==> config.mk <==
export PLATFORM = sky130hd
export DESIGN_NAME = signed_subtractor_seq_flat
export DESIGN_NICKNAME = d
export VERILOG_FILES = /design/src/rtl/signed_subtractor_seq_if.sv /design/src/rtl/signed_subtractor_seq.sv /design/src/flat_wrapper.sv
export SDC_FILE = /design/constraint.sdc
export NUM_CORES = 1
export LEC_CHECK = 0
export CELL_PAD_IN_SITES_DETAIL_PLACEMENT = 0
export CELL_PAD_IN_SITES_GLOBAL_PLACEMENT = 1
export CORE_UTILIZATION = 30
export DETAILED_ROUTE_END_ITERATION = 16
export PLACE_DENSITY_LB_ADDON = 0.25
export SLEW_MARGIN = 20
export SYNTH_ARGS = -nofsm -noshare
export SYNTH_HDL_FRONTEND = slang
export SYNTH_SLANG_ARGS = --single-unit
export TNS_END_PERCENT = 30
==> constraint.sdc <==
create_clock -name clk -period 2.41 [get_ports clk]
set_input_delay 0.3615 -clock clk [delete_from_list [all_inputs] [get_ports clk]]
set_output_delay 0.3615 -clock clk [all_outputs]
set_load 0.02 [all_outputs]
==> src/rtl/signed_subtractor_seq_if.sv <==
// Start/done handshake and operand/result bus for the digit-serial signed subtractor.
// master drives the request; slave (the subtractor) drives status and result.
interface signed_subtractor_seq_if #(
    parameter int SIZE = 8
) ();
    logic            start;
    logic [SIZE-1:0] a;
    logic [SIZE-1:0] b;
    logic            bin;
    logic            ready;
    logic            busy;
    logic            done;
    logic [SIZE-1:0] diff;
    logic            bout;
    logic            overflow;

    modport master (
        output start, a, b, bin,
        input  ready, busy, done, diff, bout, overflow
    );

    modport slave (
        input  start, a, b, bin,
        output ready, busy, done, diff, bout, overflow
    );
endinterface

==> src/rtl/signed_subtractor_seq.sv <==
// Digit-serial signed subtractor: diff = a - b - bin over SIZE/DIGIT cycles, start/done handshake.
// Optional SUB_SATURATE_EN clamps diff on signed overflow instead of wrapping.
module signed_subtractor_seq #(
    parameter int SIZE  = 8,
    parameter int DIGIT = 2
) (
    input logic                  clk,
    input logic                  reset,
    signed_subtractor_seq_if.slave bus
);
    localparam int N     = SIZE / DIGIT;
    localparam int CNT_W = (N > 1) ? $clog2(N) : 1;

    typedef enum logic [1:0] {IDLE, RUN, DONE} state_t;

    state_t          state_q;
    logic [SIZE-1:0] a_q, b_q, res_q, diff_q;
    logic [CNT_W-1:0] cnt_q;
    logic            carry_q, a_sign_q, b_sign_q;
    logic            ready_q, busy_q, done_q, bout_q, ovf_q;

    logic [DIGIT:0]  digit_sum;
    logic [SIZE-1:0] res_d, diff_d;
    logic            carry_d, ovf_d, last_digit;

    // a - b - bin is evaluated as a + ~b + (1 - bin); the carry register holds ~bin initially.
    always_comb begin
        digit_sum  = {1'b0, a_q[DIGIT-1:0]} + {1'b0, ~b_q[DIGIT-1:0]} + {{DIGIT{1'b0}}, carry_q};
        carry_d    = digit_sum[DIGIT];
        res_d      = (res_q >> DIGIT) | (SIZE'(digit_sum[DIGIT-1:0]) << (SIZE - DIGIT));
        ovf_d      = (a_sign_q != b_sign_q) && (res_d[SIZE-1] != a_sign_q);
        last_digit = (cnt_q == CNT_W'(N - 1));
        diff_d     = res_d;
`ifdef SUB_SATURATE_EN
        if (ovf_d) begin
            diff_d = a_sign_q ? {1'b1, {(SIZE-1){1'b0}}} : {1'b0, {(SIZE-1){1'b1}}};
        end
`endif
    end

    // NOTE: all state uses non-blocking assignments so every register samples pre-edge values.
    always_ff @(posedge clk or posedge reset) begin
        if (reset) begin
            state_q  <= IDLE;
            a_q      <= '0;
            b_q      <= '0;
            res_q    <= '0;
            diff_q   <= '0;
            cnt_q    <= '0;
            carry_q  <= 1'b0;
            a_sign_q <= 1'b0;
            b_sign_q <= 1'b0;
            ready_q  <= 1'b1;
            busy_q   <= 1'b0;
            done_q   <= 1'b0;
            bout_q   <= 1'b0;
            ovf_q    <= 1'b0;
        end else begin
            case (state_q)
                IDLE, DONE: begin
                    done_q <= 1'b0;
                    if (bus.start) begin
                        a_q      <= bus.a;
                        b_q      <= bus.b;
                        carry_q  <= ~bus.bin;
                        a_sign_q <= bus.a[SIZE-1];
                        b_sign_q <= bus.b[SIZE-1];
                        cnt_q    <= '0;
                        res_q    <= '0;
                        ready_q  <= 1'b0;
                        busy_q   <= 1'b1;
                        state_q  <= RUN;
                    end
                end
                RUN: begin
                    a_q     <= a_q >> DIGIT;
                    b_q     <= b_q >> DIGIT;
                    carry_q <= carry_d;
                    res_q   <= res_d;
                    cnt_q   <= cnt_q + 1'b1;
                    // Results only update on the final digit so diff stays held during RUN.
                    if (last_digit) begin
                        diff_q  <= diff_d;
                        bout_q  <= ~carry_d;
                        ovf_q   <= ovf_d;
                        done_q  <= 1'b1;
                        ready_q <= 1'b1;
                        busy_q  <= 1'b0;
                        state_q <= DONE;
                    end
                end
                default: state_q <= IDLE;
            endcase
        end
    end

    assign bus.ready    = ready_q;
    assign bus.busy     = busy_q;
    assign bus.done     = done_q;
    assign bus.diff     = diff_q;
    assign bus.bout     = bout_q;
    assign bus.overflow = ovf_q;
endmodule

==> src/flat_wrapper.sv <==
// flat-port wrapper written by rule: the top's interface ports become plain ports
module signed_subtractor_seq_flat 
#(
    parameter int SIZE  = 8,
    parameter int DIGIT = 2
)
  (clk, reset, bus_start, bus_a, bus_b, bus_bin, bus_ready, bus_busy, bus_done, bus_diff, bus_bout, bus_overflow);
  signed_subtractor_seq_if #(.SIZE(SIZE)) bus_i ();
  input logic clk;
  input logic reset;
  input wire logic [$bits(bus_i.start)-1:0] bus_start;
  input wire logic [$bits(bus_i.a)-1:0] bus_a;
  input wire logic [$bits(bus_i.b)-1:0] bus_b;
  input wire logic [$bits(bus_i.bin)-1:0] bus_bin;
  output wire logic [$bits(bus_i.ready)-1:0] bus_ready;
  output wire logic [$bits(bus_i.busy)-1:0] bus_busy;
  output wire logic [$bits(bus_i.done)-1:0] bus_done;
  output wire logic [$bits(bus_i.diff)-1:0] bus_diff;
  output wire logic [$bits(bus_i.bout)-1:0] bus_bout;
  output wire logic [$bits(bus_i.overflow)-1:0] bus_overflow;
  assign bus_i.start = bus_start;
  assign bus_i.a = bus_a;
  assign bus_i.b = bus_b;
  assign bus_i.bin = bus_bin;
  assign bus_ready = bus_i.ready;
  assign bus_busy = bus_i.busy;
  assign bus_done = bus_i.done;
  assign bus_diff = bus_i.diff;
  assign bus_bout = bus_i.bout;
  assign bus_overflow = bus_i.overflow;
  signed_subtractor_seq #(.SIZE(SIZE), .DIGIT(DIGIT)) u_core (.clk(clk), .reset(reset), .bus(bus_i));
endmodule
======== Yosys cells after proc, flatten, opt, wreduce, memory -nomap -nowiden ========
Index checks and enable logic that the tools add are counted.
word-level totals
  register bits after elaboration ......... 44
  logic and storage cells ................. 58
cells by class
  $add $sub $neg .......................... 3
  eq/ne operators ......................... 7
  muxes and demuxes ....................... 20
  bitwise operators ....................... 4
  reductions and logical operators ........ 10
operators by type and width
  kind                   count
  $pmux W8 S2            3
  $mux W8                3
  $reduce_and A2 Y1      5
  $or A6 B8 Y8           1
  $pmux W1 S2            4
  $pmux W2 S2            2
  $mux W2                3
  $mux W1                5
  $eq A2 B2 Y1 const B   2
  $add A2 B2 Y3          1
  $add A3 B1 Y3          1
  $reduce_and A3 Y1      1
  $add A2 B1 Y2 const B  1
  $eq A2 B1 Y1 const B   1
  $logic_not A2 Y1       1
  $ne A1 B1 Y1           2
  $ne A2 B1 Y1 const B   1
  $ne A2 B2 Y1 const B   1
  $not A1 Y1             2
  $not A2 Y2             1
  $reduce_bool A2 Y1     1
  $reduce_or A2 Y1       1
  $logic_and A1 B1 Y1    1

======== Logic depth before layout (Yosys ltp) ========
Gate-level depths: netlist (run 1).
  depth after elaboration ................. 6
  mapped depth ............................ 7
  mapped depth without buffers ............ 7

======== Worst setup path after synthesis (run 1) ========
No wires, ideal clock.
  path kind ............................... register to register
  from .................................... reg u_core.carry_q
  to ...................................... reg u_core.ovf_q, in the netlist u_core.bus.overflow
  setup time .............................. 126 ps
  data arrival time ....................... 1635 ps
  slack ................................... 648 ps
  stages on the path, launching flop included .. 7
  buffers on the path ..................... 0
  cells stage by stage .................... dfrtp_1 > fa_1 > inv_1 > fa_1 > and3b_1 > a21oi_1 > o21ai_0
on the way
  longest elaborated chain between the ends .. 4
ends and longest elaborated chain
  item                    RTL line                     RTL
  from (decl)             signed_subtractor_seq.sv:19  logic carry_q, a_sign_q, b_sign_q;
  from (signal assigned)  signed_subtractor_seq.sv:65  carry_q <= ~bus.bin;
  from (signal assigned)  signed_subtractor_seq.sv:78  carry_q <= carry_d;
  $add A3 B1 Y3           signed_subtractor_seq.sv:28  digit_sum = {1'b0, a_q[DIGIT-1:0]} + {1'b0, ~b_q[DIGIT-1:0]} + {{DIGIT{1'b0}}, carry_q};
  $or A6 B8 Y8            signed_subtractor_seq.sv:30  res_d = (res_q >> DIGIT) | (SIZE'(digit_sum[DIGIT-1:0]) << (SIZE - DIGIT));
  $ne A1 B1 Y1            signed_subtractor_seq.sv:31  ovf_d = (a_sign_q != b_sign_q) && (res_d[SIZE-1] != a_sign_q);
  $logic_and A1 B1 Y1     signed_subtractor_seq.sv:31
  to (signal assigned)    signed_subtractor_seq.sv:85  ovf_q <= ovf_d;
  to (decl)               signed_subtractor_seq.sv:20  logic ready_q, busy_q, done_q, bout_q, ovf_q;
No other way between the ends.
A chain may end at the register's enable or synchronous reset.

======== Worst setup path after layout (run 1) ========
Same ends and word-level chain as after synthesis.

==> results.py, run 1 <==
metrics = {
    "global_routing": {
        "grt_pass1_wl_mm": 5.94,
        "antenna_found_initial": 0,
        "grt-busiest-layer": "met2",
        "met3_usage": 0.0425,
        "grt_use_total": 0.128,
        "grt.overflow.total": 0,
        "global_route.usage.met1": 0.176,
        "grt_pass1_vias": 1213,
        "grtUsageMet2": 0.187,
        "grt_max_degree": 43,
    },
    "timing": {
        "setup-violations-final": 0,
        "finalCritPeriodShare": 0.776,
        "slew_violations": 0,
        "clock.fmax_mhz": 534,
        "min_period_ps": 1870,
        "worst_slew_pin_slew_ps": 985,
        "rsz0062_at_grt": "no",
        "hold_viol_final": 0,
        "clock-skew-final_ps": 10.4,
        "relSlewSlack": 0.343,
        "tns_ps": 0,
    },
    "critical_path": {
        "path_class": "flip-flop to flip-flop",
        "cp_top_family": "adder cells",
        "slowest_delay_ps": 460,
        "r2r-start": "u_core.carry_q$_DFFE_PP0P_",
        "critPathMostFrequentCell": "fa_1",
        "critPathCaptureType": "flip-flop",
        "arrival_ps": 2040,
        "startpoint_type": "flip-flop",
        "cp_max_fo": 4,
        "cp-startpoint": "u_core.carry_q$_DFFE_PP0P_",
        "required_ps": 2580,
        "cp_slowest_cell": "fa_1",
        "crit_buf_inv": 1,
        "crit_chain": "fa_1, inv_1, fa_1, and3b_1, a21oi_1, o21ai_0",
    },
    "power_and_ir_drop": {
        "leakage_nw": 1.03,
        "p_per_area_nw_per_um2": 1400,
        "combPwrFrac": 0.425,
        "p_switching_mw": 1.15,
        "clkPwrFrac": 0.179,
        "p_int_mw": 2.02,
        "sw_frac_of_total": 0.363,
        "max-vdd-ir-drop_mv": 0.529,
        "pwr-share-seq": 0.396,
    },
    "floorplan": {
        "start_util": 0.316,
        "core_area_um2": 5610,
        "die_w_um": 78.9,
        "dieHeight_um": 78.9,
        "die_area_um2": 6220,
        "io-pin-count": 33,
        "rows": 27,
    },
    "cells_and_area": {
        "final_cell_mix": "dfrtp_1, nand2_1, clkdlybuf4s50_1",
        "multi_input_area_um2": 643,
        "drive_gt1_frac": 0.109,
        "seqCellArea_um2": 1050,
        "num_antenna_cells": 0,
        "n_fill_cell": 571,
        "nets": 215,
        "mostFrequentLayoutCell": "dfrtp_1",
        "syn_to_final_growth_pct": 27.5,
        "final_util": 0.403,
    },
    "synth": {
        "yosysSeqAreaShare": 0.594,
        "syn_inst": 159,
        "avgSynthCellArea_um2": 11.2,
        "async_reset_ff_frac": 1.00,
        "synth-edff-count": 0,
        "synth.area.top_cells": "dfrtp_1, nand2_1, a22o_1",
        "netlist.area_leader.share": 0.579,
        "synth_warnings": 0,
        "synth_top_cell_by_area": "dfrtp_1",
        "synth_area_um2": 1770,
        "ys_ff_latch": 42,
        "synth_flop_cell": "dfrtp_1",
        "synth.distinct_cells": 26,
        "synth_nets": 182,
    },
    "clocking": {
        "tritoncts": "done",
        "holdBufCountCts": 0,
        "clk_latency_ps": 290,
        "clockBufferDepth": 2,
        "post_cts_resized": 0,
        "clkTransAtPathRegs_ps": 80,
        "numClockSinks": 42,
        "cts_buffers": 5,
        "h-tree-depth": 2,
        "cts_root_buf": "clkbuf_8",
        "postCtsSetupRepairBufs": 0,
    },
    "placed_design": {
        "dp_hpwl_mm": 2.37,
        "io_buffers": 32,
        "routabilityCongestion": 0.740,
    },
    "min_path": {
        "hold_path_startpoint": "u_core.bus.ready$_DFFE_PP1P_",
        "holdCritPathClass": "flip-flop to flip-flop",
    },
    "route": {
        "drt_first_pass_iters": 4,
        "dr_total_vias": 1231,
        "routedWlPerCell_um": 13.0,
        "vias_per_cell": 4.65,
        "drc_errors": 0,
        "ant_nets": 0,
        "drt_wl_total_mm": 3.45,
        "dr.first_iter.drc_count": 97,
    },
    "job": {
        "cap_violations": 0,
    },
    "run_status": {
        "status": "complete, no violations",
    },
}
==> power by group through the flow <==
stage / clock network [mW] / registers [mW] / logic (mW)
after floorplan: 0 / 1.33 / 0.877
after global placement: 0 / 1.25 / 1.35
after detailed placement: 0 / 1.27 / 1.37
after CTS: 0.587 / 1.26 / 1.37
after global routing: 0.622 / 1.30 / 1.52
final: 0.568 / 1.26 / 1.35
==> sequential cells by signal, indices dropped and copies added (netlist names), 2 cells and up <==
register,cells
u_core.cnt_q,2
u_core.state_q,2
u_core.b_q,8
u_core.a_q,8
u_core.res_q,6
u_core.bus.diff,8
==> stage by stage <==
stage | hold WS [ps] | instance area [µm²] | power [mW] | std cells | setup slack, ps
after floorplan | 458 | 1770 | 2.21 | 159 | 648
final | 468 | 2260 | 3.17 | 265 | 539
after detailed placement | 458 | 2140 | 2.64 | 257 | 539
after CTS | 470 | 2260 | 3.22 | 265 | 531
after global placement | 462 | 2140 | 2.60 | 257 | 578
after global routing | 494 | 2260 | 3.44 | 265 | 430
==> path summary, 6_finish.rpt <==
| check | end | slack [ps] | cells past startpoint |
|---|---|---|---|
| worst min-delay path | u_core.bus.ready$_DFFE_PP1P_ | 470 | 2 |
| worst max-delay path | u_core.bus.overflow$_DFFE_PP0P_ | 540 | 6 |
| worst max register to register | u_core.bus.overflow$_DFFE_PP0P_ | 540 | 6 |
| worst min register to register | u_core.bus.ready$_DFFE_PP1P_ | 470 | 2 |
| max in group asynchronous | u_core.bus.ready$_DFFE_PP1P_ | 1540 | 3 |
| min in group asynchronous | u_core.bus.diff[5]$_DFFE_PP0P_ | 500 | 3 |
==> layout make-up <==
type | count | area share
sequential | 42 | 0.466
multi-input combinational | 104 | 0.285
timing repair buffer | 35 | 0.152
tap | 72 | 0.0399
clock buffer | 7 | 0.0382
clock inverter | 1 | 0.0133
inverter | 4 | 0.00664
==> routing by layer <==
layer  routed length [µm]  share of wire
met5                    0              0
met3                  133          0.039
met1                 1730           0.50
met4                   27         0.0078
met2                 1550           0.45
==> worst reg2reg max path: cells and delay by family (launching register included) <==
kind	cells	cell delay (ps)
compound gates	2	190
fa+ha+maj	2	880
buf+inv	1	80
flops	1	410
simple gates	1	210
==> cells by family after synthesis <==
| group | synth area share |
|---|---|
| simple gates | 0.155 |
| flops | 0.594 |
| compound gates | 0.123 |
| buf+inv | 0.0437 |
| mux | 0.0550 |
| fa+ha+maj | 0.0296 |
==> cell usage after synthesis, drive strengths merged (2+ instances only) <==
library cell   n
dfrtp         41
inv            4
fa             2
a22o           9
a21oi          3
o21ai          5
buf            9
nand2b         3
nor2b          2
a31oi         12
nor2          14
nand2         38
mux2           8
No activity file was read; power rests on OpenSTA's default activity.
==> run 2: changes to the inputs <==
Clock period 2.41 ns to 1.65 ns, I/O delays scaled along.
==> run 2 against run 1 <==
Highest routed layer unchanged; first-iteration DRC count fell by 23%; die area did not move; register-to-register slack got worse by 650 ps; the flow now finishes with violations (setup timing); fmax rose by 6.5%.
==> results.py, run 2 (synthesis gave the netlist of run 1 again) <==
metrics = {
    "clocking": {
        "cts_root_buf": "clkbuf_8",
        "clk_latency_ps": 290,
        "clockBufferDepth": 2,
        "h-tree-depth": 2,
        "clkTransAtPathRegs_ps": 70,
        "numClockSinks": 42,
        "tritoncts": "done",
        "cts_buffers": 5,
    },
    "route": {
        "drt_wl_total_mm": 3.56,
        "routedWlPerCell_um": 13.1,
        "drt_first_pass_iters": 5,
        "drc_errors": 0,
        "ant_nets": 0,
        "dr.first_iter.drc_count": 75,
        "dr_total_vias": 1294,
        "vias_per_cell": 4.76,
    },
    "timing": {
        "slew_violations": 0,
        "hold_viol_final": 0,
        "worst_slew_pin_slew_ps": 343,
        "min_period_ps": 1760,
        "clock-skew-final_ps": 6.62,
        "setup_ws_ps": -107,
        "hold_ws_ps": 311,
        "relSlewSlack": 0.771,
        "setup-violations-final": 2,
        "finalCritPeriodShare": 1.07,
        "rsz0062_at_grt": "yes",
        "clock.fmax_mhz": 569,
    },
    "critical_path": {
        "crit_buf_inv": 2,
        "arrival_ps": 1930,
        "slowest_delay_ps": 430,
        "r2r_cells": 7,
        "path_class": "flip-flop to flip-flop",
        "required_ps": 1820,
        "crit_chain": "inv_2, fa_2, inv_2, fa_1, and3b_1, a21oi_2, o21ai_1",
        "critPathCaptureType": "flip-flop",
        "cp_max_fo": 3,
        "startpoint_type": "flip-flop",
        "critPathMostFrequentCell": "inv_2",
        "regToRegEndpoint": "u_core.bus.overflow$_DFFE_PP0P_",
        "cp_slowest_cell": "fa_1",
        "cp_top_family": "adder cells",
        "worstSetupPathDepth": 7,
        "r2r-start": "u_core.b_q[0]$_DFFE_PP0P_",
        "reg2reg_slack_ps": -110,
    },
    "power_and_ir_drop": {
        "total_power_mw": 4.81,
        "p_per_area_nw_per_um2": 2070,
        "max-vdd-ir-drop_mv": 0.699,
        "leakage_nw": 1.06,
    },
    "cells_and_area": {
        "num_antenna_cells": 0,
        "final_util": 0.415,
        "final_cell_mix": "dfrtp_1, nand2_1, clkdlybuf4s50_1",
        "nets": 222,
        "n_fill_cell": 569,
        "syn_to_final_growth_pct": 31.2,
        "drive_gt1_frac": 0.160,
        "design_area_um2": 2330,
        "mostFrequentLayoutCell": "dfrtp_1",
    },
    "placed_design": {
        "routabilityCongestion": 0.755,
        "io_buffers": 32,
        "dpl-instance-area_um2": 2200,
        "dp_hpwl_mm": 2.47,
    },
    "global_routing": {
        "grt_pass1_wl_mm": 6.19,
        "grt_pass1_vias": 1315,
        "grt_use_total": 0.131,
        "grt_max_degree": 43,
        "grt.overflow.total": 0,
        "antenna_found_initial": 0,
    },
    "run_status": {
        "status": "complete, but fails checks",
        "violations": "setup timing",
    },
    "floorplan": {
        "rows": 27,
        "die_area_um2": 6220,
        "core_area_um2": 5610,
        "io-pin-count": 33,
        "start_util": 0.316,
        "die_w_um": 78.9,
        "dieHeight_um": 78.9,
    },
    "job": {
        "cap_violations": 0,
    },
    "min_path": {
        "holdCritPathClass": "input port to asynchronous set/reset pin",
    },
}
[run 2: cell types whose count changed in the layout (fill, tap and decap cells not counted), sizes merged]
cell           change
dlygate4sd2        +1
buf                +7
clkdlybuf4s50      -1
[run 2: layout make-up]
class | instances | area [µm²] | share of cell area
multi-input cells | 104 | 656 | 0.282
clock buffers | 7 | 76.3 | 0.0328
flip-flops and latches | 42 | 1050 | 0.452
inverters | 4 | 15.0 | 0.00646
repair buffers | 42 | 407 | 0.175
well taps | 72 | 90.1 | 0.0387
clock inverters | 1 | 30.0 | 0.0129
[run 2: worst max path at each step]
stage,start,to
after floorplan,u_core.b_q[0]$_DFFE_PP0P_,u_core.bus.overflow$_DFFE_PP0P_
after global placement,u_core.b_q[0]$_DFFE_PP0P_,u_core.bus.overflow$_DFFE_PP0P_
after detailed placement,u_core.b_q[0]$_DFFE_PP0P_,u_core.bus.overflow$_DFFE_PP0P_
after CTS,u_core.b_q[0]$_DFFE_PP0P_,u_core.bus.overflow$_DFFE_PP0P_
after global routing,u_core.b_q[0]$_DFFE_PP0P_,u_core.bus.overflow$_DFFE_PP0P_
final,u_core.b_q[0]$_DFFE_PP0P_,u_core.bus.overflow$_DFFE_PP0P_
[run 2: routing by layer]
metal	up-vias	share of wire	GRT usage
li1	623	-	-
met1	631	0.47	0.169
met2	33	0.46	0.208
met3	7	0.049	0.0379
met4	0	0.014	0.0491
met5	-	0	0
[run 2: stage by stage]
step,setup TNS (ps),setup WS (ps),cells
6_report,-116,-107,272
5_1_grt,-287,-182,272
2_1_floorplan,-52.1,-52.1,159
3_5_place_dp,-147,-135,263
4_1_cts,-127,-117,272
3_3_place_gp,-83.7,-83.7,263
[run 2: power breakdown]
group	leakage, nW	switching [mW]	internal, mW
Clock	0.0524	0.336	0.453
Combinational	0.493	1.11	1.08
Sequential	0.517	0.309	1.52
[run 2: tightest hold or removal path, stage by stage]
cell and delay [ps]:
clkdlybuf4s50_1 390, inv_1 90, buf_12 240
[run 2: repair_timing]
item | in CTS | in global routing
setup endpoints to repair | 3 | 3
gates resized for setup | 1 | 2
pin swaps | 1 | 0
hold buffers | 0 | 0
setup buffers | 1 | 0
